## config.mk

```make
export PLATFORM = sky130hd
export DESIGN_NAME = huffman_stream_packer_flat
export DESIGN_NICKNAME = d
export VERILOG_FILES = /design/src/rtl/huffman_stream_packer_if.sv /design/src/rtl/huffman_stream_packer.sv /design/src/flat_wrapper.sv
export SDC_FILE = /design/constraint.sdc
export NUM_CORES = 2
export LEC_CHECK = 0
export CORE_UTILIZATION = 60
export DETAILED_ROUTE_END_ITERATION = 8
export GPL_TIMING_DRIVEN = 0
export PLACE_DENSITY = 0.8
export SETUP_SLACK_MARGIN = 0.02
export SKIP_CTS_REPAIR_TIMING = 1
export SLEW_MARGIN = 20
export SYNTH_ARGS = -nofsm -noshare
export SYNTH_HDL_FRONTEND = slang
export SYNTH_SLANG_ARGS = --single-unit
```

## constraint.sdc

```tcl
create_clock -name clk -period 3.4 [get_ports clk]
set_input_delay 0.34 -clock clk [delete_from_list [all_inputs] [get_ports clk]]
set_output_delay 0.34 -clock clk [all_outputs]
set_load 0.02 [all_outputs]
```

## src/rtl/huffman_stream_packer_if.sv

```systemverilog
// Handshake and configuration bundle for huffman_stream_packer: table writes,
// symbol input stream and packed-word output stream.
interface huffman_stream_packer_if #(
  parameter int SYM_W  = 7,
  parameter int CODE_W = 10,
  parameter int LEN_W  = 4,
  parameter int OUT_W  = 8
);
  logic              cfg_we;
  logic [SYM_W-1:0]  cfg_addr;
  logic [CODE_W-1:0] cfg_code;
  logic [LEN_W-1:0]  cfg_len;
  logic              in_valid;
  logic              in_ready;
  logic [SYM_W-1:0]  in_sym;
  logic              flush;
  logic              out_valid;
  logic              out_ready;
  logic [OUT_W-1:0]  out_data;
  logic              out_last;
  logic              flush_done;

  modport master (
    output cfg_we, cfg_addr, cfg_code, cfg_len,
    output in_valid, in_sym, flush, out_ready,
    input  in_ready, out_valid, out_data, out_last, flush_done
  );

  modport slave (
    input  cfg_we, cfg_addr, cfg_code, cfg_len,
    input  in_valid, in_sym, flush, out_ready,
    output in_ready, out_valid, out_data, out_last, flush_done
  );
endinterface

```

## src/rtl/huffman_stream_packer.sv

```systemverilog
// Programmable-table Huffman coder: looks up each symbol's variable-length
// code and packs codes MSB-first into OUT_W-bit words, with flush padding.
module huffman_stream_packer #(
  parameter int SYM_W  = 7,
  parameter int CODE_W = 10,
  parameter int LEN_W  = 4,
  parameter int OUT_W  = 8
) (
  input  logic clk,
  input  logic reset,
  huffman_stream_packer_if.slave bus
);
  localparam int ACC_W  = OUT_W + CODE_W - 1;
  localparam int CNT_W  = $clog2(ACC_W + 1);
  localparam int DEPTH  = 2 ** SYM_W;

  localparam logic [CNT_W-1:0] OUT_W_C  = CNT_W'(OUT_W);
  localparam logic [LEN_W-1:0] CODE_W_L = LEN_W'(CODE_W);

  localparam logic [1:0] S_IDLE   = 2'd0;
  localparam logic [1:0] S_APPEND = 2'd1;
  localparam logic [1:0] S_EMIT   = 2'd2;
  localparam logic [1:0] S_PAD    = 2'd3;

  logic [1:0]        state;
  logic [ACC_W-1:0]  acc;
  logic [CNT_W-1:0]  cnt;
  logic              flush_done_r;

  logic [CODE_W-1:0] tab_code [DEPTH];
  logic [LEN_W-1:0]  tab_len  [DEPTH];

  logic [CODE_W-1:0] code_p1;
  logic [LEN_W-1:0]  len_p1;

  logic              accept;
  logic [CNT_W-1:0]  cnt_sum;
  logic [CNT_W-1:0]  cnt_sub;
  logic              word_out;

  function automatic logic [LEN_W-1:0] clamp_len(input logic [LEN_W-1:0] l);
    return (l > CODE_W_L) ? CODE_W_L : l;
  endfunction

  // Keeps only the low len bits, left-aligns them and places them at bit
  // offset pos from the top of the accumulator.
  function automatic logic [ACC_W-1:0] align_code(
    input logic [CODE_W-1:0] code,
    input logic [LEN_W-1:0]  len,
    input logic [CNT_W-1:0]  pos
  );
    logic [CODE_W-1:0] mask;
    logic [CODE_W-1:0] left;
    logic [ACC_W-1:0]  wide;
    mask = ~({CODE_W{1'b1}} << len);
    left = (code & mask) << (CODE_W_L - len);
    wide = {left, {(ACC_W-CODE_W){1'b0}}};
    return wide >> pos;
  endfunction

  assign accept   = bus.in_valid && bus.in_ready;
  assign cnt_sum  = cnt + CNT_W'(len_p1);
  assign cnt_sub  = cnt - OUT_W_C;
  assign word_out = (state == S_EMIT) || (state == S_PAD);

  assign bus.in_ready   = !reset && (state == S_IDLE) && !bus.flush;
  assign bus.out_valid  = word_out;
  assign bus.out_data   = word_out ? acc[ACC_W-1 -: OUT_W] : '0;
  assign bus.out_last   = (state == S_PAD);
  assign bus.flush_done = flush_done_r;

  // Code storage carries no reset; an entry only matters once its length is set.
  always_ff @(posedge clk) begin
    if (bus.cfg_we) tab_code[bus.cfg_addr] <= bus.cfg_code;
  end

  // Stage p1: table entry latched at accept; the read sees the pre-write value.
  always_ff @(posedge clk) begin
    if (accept) begin
      code_p1 <= tab_code[bus.in_sym];
      len_p1  <= tab_len[bus.in_sym];
    end
  end

  always_ff @(posedge clk) begin
    if (reset) begin
      state        <= S_IDLE;
      acc          <= '0;
      cnt          <= '0;
      flush_done_r <= 1'b0;
      for (int i = 0; i < DEPTH; i++) tab_len[i] <= '0;
    end else begin
      flush_done_r <= 1'b0;
      if (bus.cfg_we) tab_len[bus.cfg_addr] <= clamp_len(bus.cfg_len);
      case (state)
        S_IDLE: begin
          if (bus.flush) begin
            if (cnt != '0) state <= S_PAD;
            else           flush_done_r <= 1'b1;
          end else if (bus.in_valid) begin
            state <= S_APPEND;
          end
        end
        // Stage p2: merge the latched code into the accumulator.
        S_APPEND: begin
          if (len_p1 == '0) begin
            state <= S_IDLE;
          end else begin
            acc   <= acc | align_code(code_p1, len_p1, cnt);
            cnt   <= cnt_sum;
            state <= (cnt_sum >= OUT_W_C) ? S_EMIT : S_IDLE;
          end
        end
        S_EMIT: begin
          if (bus.out_ready) begin
            acc   <= acc << OUT_W;
            cnt   <= cnt_sub;
            state <= (cnt_sub < OUT_W_C) ? S_IDLE : S_EMIT;
          end
        end
        default: begin
          if (bus.out_ready) begin
            acc          <= '0;
            cnt          <= '0;
            flush_done_r <= 1'b1;
            state        <= S_IDLE;
          end
        end
      endcase
    end
  end
endmodule
```

## src/flat_wrapper.sv

```systemverilog
// flat-port wrapper written by rule: the top's interface ports become plain ports
module huffman_stream_packer_flat 
#(
  parameter int SYM_W  = 7,
  parameter int CODE_W = 10,
  parameter int LEN_W  = 4,
  parameter int OUT_W  = 8
)
  (clk, reset, bus_cfg_we, bus_cfg_addr, bus_cfg_code, bus_cfg_len, bus_in_valid, bus_in_sym, bus_flush, bus_out_ready, bus_in_ready, bus_out_valid, bus_out_data, bus_out_last, bus_flush_done);
  huffman_stream_packer_if #(.SYM_W(SYM_W), .CODE_W(CODE_W), .LEN_W(LEN_W), .OUT_W(OUT_W)) bus_i ();
  input  logic clk;
  input  logic reset;
  input wire logic [$bits(bus_i.cfg_we)-1:0] bus_cfg_we;
  input wire logic [$bits(bus_i.cfg_addr)-1:0] bus_cfg_addr;
  input wire logic [$bits(bus_i.cfg_code)-1:0] bus_cfg_code;
  input wire logic [$bits(bus_i.cfg_len)-1:0] bus_cfg_len;
  input wire logic [$bits(bus_i.in_valid)-1:0] bus_in_valid;
  input wire logic [$bits(bus_i.in_sym)-1:0] bus_in_sym;
  input wire logic [$bits(bus_i.flush)-1:0] bus_flush;
  input wire logic [$bits(bus_i.out_ready)-1:0] bus_out_ready;
  output wire logic [$bits(bus_i.in_ready)-1:0] bus_in_ready;
  output wire logic [$bits(bus_i.out_valid)-1:0] bus_out_valid;
  output wire logic [$bits(bus_i.out_data)-1:0] bus_out_data;
  output wire logic [$bits(bus_i.out_last)-1:0] bus_out_last;
  output wire logic [$bits(bus_i.flush_done)-1:0] bus_flush_done;
  assign bus_i.cfg_we = bus_cfg_we;
  assign bus_i.cfg_addr = bus_cfg_addr;
  assign bus_i.cfg_code = bus_cfg_code;
  assign bus_i.cfg_len = bus_cfg_len;
  assign bus_i.in_valid = bus_in_valid;
  assign bus_i.in_sym = bus_in_sym;
  assign bus_i.flush = bus_flush;
  assign bus_i.out_ready = bus_out_ready;
  assign bus_in_ready = bus_i.in_ready;
  assign bus_out_valid = bus_i.out_valid;
  assign bus_out_data = bus_i.out_data;
  assign bus_out_last = bus_i.out_last;
  assign bus_flush_done = bus_i.flush_done;
  huffman_stream_packer #(.SYM_W(SYM_W), .CODE_W(CODE_W), .LEN_W(LEN_W), .OUT_W(OUT_W)) u_core (.clk(clk), .reset(reset), .bus(bus_i));
endmodule
```

# == Word-level counts from Yosys, hierarchy flattened ==
# Memories as Yosys holds them, arrays and structs flattened. A register that Yosys moved wholly into a read port is not among the register bits.
# Cells that the tools add are included.
# totals
output_inout_bits,12
ff_bits,25
input_bits,34
word_cells,73
memories,2
mem_bits_rw,1792
# mem_list
memory,depth,word_bits,rd,rd_clocked_by_memory_dff,write_ports,line_no,rtl
u_core.tab_code,128,10,1,1,1,huffman_stream_packer.sv:30,logic [CODE_W-1:0] tab_code [DEPTH];
u_core.tab_len,128,4,1,1,128,huffman_stream_packer.sv:31,logic [LEN_W-1:0] tab_len [DEPTH];
# op_classes
n_mux,32
shift,3
n_eq_ne,7
order_cmp,3
n_bitwise,4
reduce_logical,15
addsub,3
# ops
op,n
$mux 17,3
$pmux 17 s3,1
$or 17x17->17,1
$shr 17x5->17,1
$mux 2,8
$mux 5,3
$pmux 5 s3,1
$and 10x10->10,1
$mux 1,10
$not 10->10,1
$shl 10x4->10,1
$shl 10x4->10 const A,1
$mux 4,2
$mux 8,1
$reduce_and 4->1,2
$mux 7,1
$ne 3x3->1 const B,2
$pmux 2 s3,1
$add 5x4->5,1
$ge 5x4->1 const B,1
$lt 5x4->1 const B,1
$reduce_bool 5->1,1
$sub 5x4->5 const B,1
$eq 2x2->1 const B,2
15 further kinds,19

# == Longest topological paths before layout ==
# depth
word_depth,8
depth_mapped,11

# == Least setup slack after synthesis ==
# OpenSTA, ideal clock, no wires.
# synth_timing
kind,flip-flop to flip-flop
startpoint,"reg u_core.len_p1[0], read port of u_core.tab_len"
endpoint,reg u_core.acc[1]
setup_slack_ns,0.464
path_stages_with_launch,12
setup_time_ns,0.122
arrival_ns,2.814
required_time_ns,3.278
period_less_slack_ns,2.936
path_buffers,2
path_cell_list,edfxtp_1 > buf_2 > inv_1 > ha_1 > or3b_1 > clkbuf_1 > and3_1 > mux4_2 > a21oi_1 > nor4_1 > o21a_1 > a221o_1
# synth_via
elab_chain_len,8
word_cells_on_any_way,12
# synth_rtl
element,line_no,rtl
"start, declared",huffman_stream_packer.sv:34,logic [LEN_W-1:0] len_p1;
$shl 10x4->10,huffman_stream_packer.sv:55,mask = ~({CODE_W{1'b1}} << len);
$not 10->10,huffman_stream_packer.sv:55,
$and 10x10->10,huffman_stream_packer.sv:56,left = (code & mask) << (CODE_W_L - len);
$shl 10x4->10,huffman_stream_packer.sv:56,
$shr 17x5->17,huffman_stream_packer.sv:58,return wide >> pos;
$or 17x17->17,huffman_stream_packer.sv:109,"acc <= acc | align_code(code_p1, len_p1, cnt);"
$mux 17,huffman_stream_packer.sv:106,if (len_p1 == '0) begin
$pmux 17 s3,huffman_stream_packer.sv:95,case (state)
"end signal, assigned",huffman_stream_packer.sv:109,
"end signal, assigned",huffman_stream_packer.sv:116,acc <= acc << OUT_W;
"end, declared",huffman_stream_packer.sv:26,logic [ACC_W-1:0] acc;
# Parallel ways exist; a longest one is shown, timed or not. The select of a mux whose other input is x is not followed.
# A chain may end at the register's enable or synchronous reset.

==> flow_summary.json <==
{
  "synth_seq_cells": 1831,
  "die_area_um2": 127600,
  "worstPathMaxFanout": 10,
  "slew_violations": 0,
  "start_kind": "input pin",
  "fin_util": 0.6795,
  "ys.flop_type": "edfxtp_1",
  "cap_violations": 0,
  "ff2ff_path_depth": 11,
  "rows": 129,
  "async_reset_ff_frac": 0,
  "fmaxAchievable_mhz": 285.5,
  "viasPerCell": 7.044,
  "synthCells": 4043,
  "yosysMostFrequentCell": "edfxtp_1",
  "pwr_density_cell_nw_per_um2": 576.1,
  "ios": 46,
  "grt.total_usage": 0.3327,
  "slew_headroom": 0.08413,
  "root_buffer": "clkbuf_16",
  "setup_viol": 5,
  "gp_congestion": 0.9933,
  "drtIter0Drc": 7253,
  "synth.area.top_cells": "edfxtp_1, mux4_2, nor2_1",
  "leakage_uw": 0.02691,
  "report.final.hold_viol_count": 4,
  "synth_warnings": 0,
  "ant_nets": 0,
  "syn_area_um2": 75700,
  "fin_crit_sh": 1.030,
  "synthTopCellsByCount": "edfxtp_1, nor2_1, mux4_2",
  "cts_buffers": 176,
  "fp.coreArea_um2": 124400,
  "layout-drive-gt1-share": 0.2603,
  "drc": 0,
  "synth_nets": 4091,
  "multi_input_area_um2": 19990,
  "end_kind": "register",
  "violations": "hold timing, setup timing",
  "wl_met2_um": 97740,
  "cts_buffer_depth": 3,
  "worstPathRequired_ns": 3.91,
  "nets": 4338,
  "synth_edf_count": 1806,
  "die_height_um": 357.2,
  "totalWireLength_um": 208800,
  "setup_ws_ns": -0.1029,
  "htreeDepth": 4,
  "initial_core_util": 0.6083,
  "cts.clk_slew.worst_paths_ns": 0.06,
  "route.vias.total": 42785,
  "finalClockSkew_ns": 0.02797,
  "grt_max_degree": 77,
  "dp_hpwl_um": 139200,
  "wl_met3_um": 28280,
  "avgSynthCellArea_um2": 18.72,
  "status": "finished, violations left",
  "ys_seq_area_frac": 0.7231,
  "wl_met1_um": 72010,
  "critPathKind": "in2reg",
  "area_growth_pct": 11.71,
  "antenna_found_initial": 12,
  "ir_worst_vdd_mv": 0.5142,
  "synth_largest_area_cell": "edfxtp_1",
  "fill_cells": 7532,
  "grt_pass1_wl_um": 296100,
  "synthDistinctLibCells": 70,
  "whs_ns": -0.01414,
  "dr.max_layer_used": "met5",
  "cts_tree": "yes",
  "dr.pass1.iters": 6,
  "tightest_slew_ns": 1.374,
  "post-route-min-period_ns": 3.503,
  "crit_arrival_ns": 4.01,
  "grt_pass1_vias": 41478,
  "regArea_um2": 54730,
  "io_buffers": 37,
  "cts_num_sinks": 1831,
  "hp-class": "in2reg",
  "wl_per_cell_um": 34.37,
  "clk_latency_ns": 0.84,
  "synth_top_area_share": 0.7165,
  "hold_path_depth": 1,
  "rsz0062_at_grt": "yes",
  "fp.dieW_um": 357.2,
  "grt-ovfl-total": 0
}
==> cell families after synthesis <==
group	Yosys count	share of synthesized area
xor+xnor	4	0.0004628
fa+ha+maj	14	0.002413
flops	1831	0.7231
simple gates	1104	0.06562
mux	626	0.1756
buf+inv	306	0.01623
compound gates	158	0.01663
==> final cells by class <==
type | instances | share of cell area
clock buffers | 210 | 0.05435
flip-flops and latches | 1831 | 0.6472
repair buffers | 70 | 0.01009
inverters | 20 | 0.0008878
well taps | 1637 | 0.02422
plain buffers | 285 | 0.01400
multi-input cells | 1906 | 0.2364
diodes | 3 | 0.00008878
clock inverters | 112 | 0.01275
==> path summary, 6_finish.rpt <==
path,slack (ns),endpoint,start
hold / removal,-0.01,u_core.tab_code[87][6],bus_cfg_code[6]
setup / recovery,-0.10,u_core.code_p1[1],bus_in_sym[1]
setup reg to reg,0.04,u_core.acc[4],u_core.len_p1[0]
hold reg to reg,0.48,u_core.acc[7],u_core.acc[7]
==> registers in the layout, summed over array words and instances (netlist names) <==
| signal | flops |
|---|---|
| u_core.bus.flush_done | 1 |
| u_core.len_p1 | 4 |
| u_core.cnt | 5 |
| u_core.state | 2 |
| u_core.tab_len | 512 |
| u_core.tab_code | 1280 |
| u_core.code_p1 | 10 |
| u_core.acc | 17 |
==> worst max-delay path, stage by stage <==
cell and delay [ns]:
buf_2 0.26, buf_2 0.32, clkbuf_2 0.42, clkbuf_1 0.76
mux4_2 0.47, mux4_2 0.59, mux2i_1 0.61, a221oi_1 0.22
==> where the power goes <==
part | switching (uW) | leakage [uW] | internal, uW
clock | 8570 | 0.00277 | 11000
combinational | 2400 | 0.00745 | 1370
sequential | 155 | 0.0167 | 25200
==> layout by cell type (no fill, tap or decap), types with 25 or more instances in the layout <==
| cell | instances |
|---|---|
| buf_2 | 62 |
| clkbuf_1 | 222 |
| clkbuf_16 | 179 |
| clkdlybuf4s50_1 | 26 |
| clkinv_1 | 45 |
| clkinv_2 | 30 |
| dfxtp_1 | 25 |
| edfxtp_1 | 1806 |
| mux2i_1 | 60 |
| mux4_2 | 561 |
| nand2_1 | 68 |
| nand3_1 | 40 |
| nor2_1 | 617 |
| nor2_2 | 74 |
| or2_2 | 128 |
| or3_1 | 80 |
==> routing by layer <==
| layer | vias up | global-route usage |
|---|---|---|
| li1 | 16706 | - |
| met1 | 21809 | 0.4462 |
| met3 | 646 | 0.09765 |
| met2 | 3608 | 0.5110 |
| met4 | 16 | 0.1511 |
| met5 | - | 0 |
==> stage by stage <==
stage	setup WS [ns]	instance area, um^2	setup TNS [ns]	instances	power (uW)
2_1_floorplan	0.4644	75700	0	4043	27840
3_3_place_gp	-1.698	78110	-2321.49	5717	29300
3_5_place_dp	-1.127	78490	-509.72	5728	29350
4_1_cts	-0.4034	84160	-11.99	6050	48450
5_1_grt	-0.03680	84550	-0.1009	6071	49600
6_report	-0.1029	84560	-0.2467	6074	48720
No activity file was read; power rests on OpenSTA's default activity.
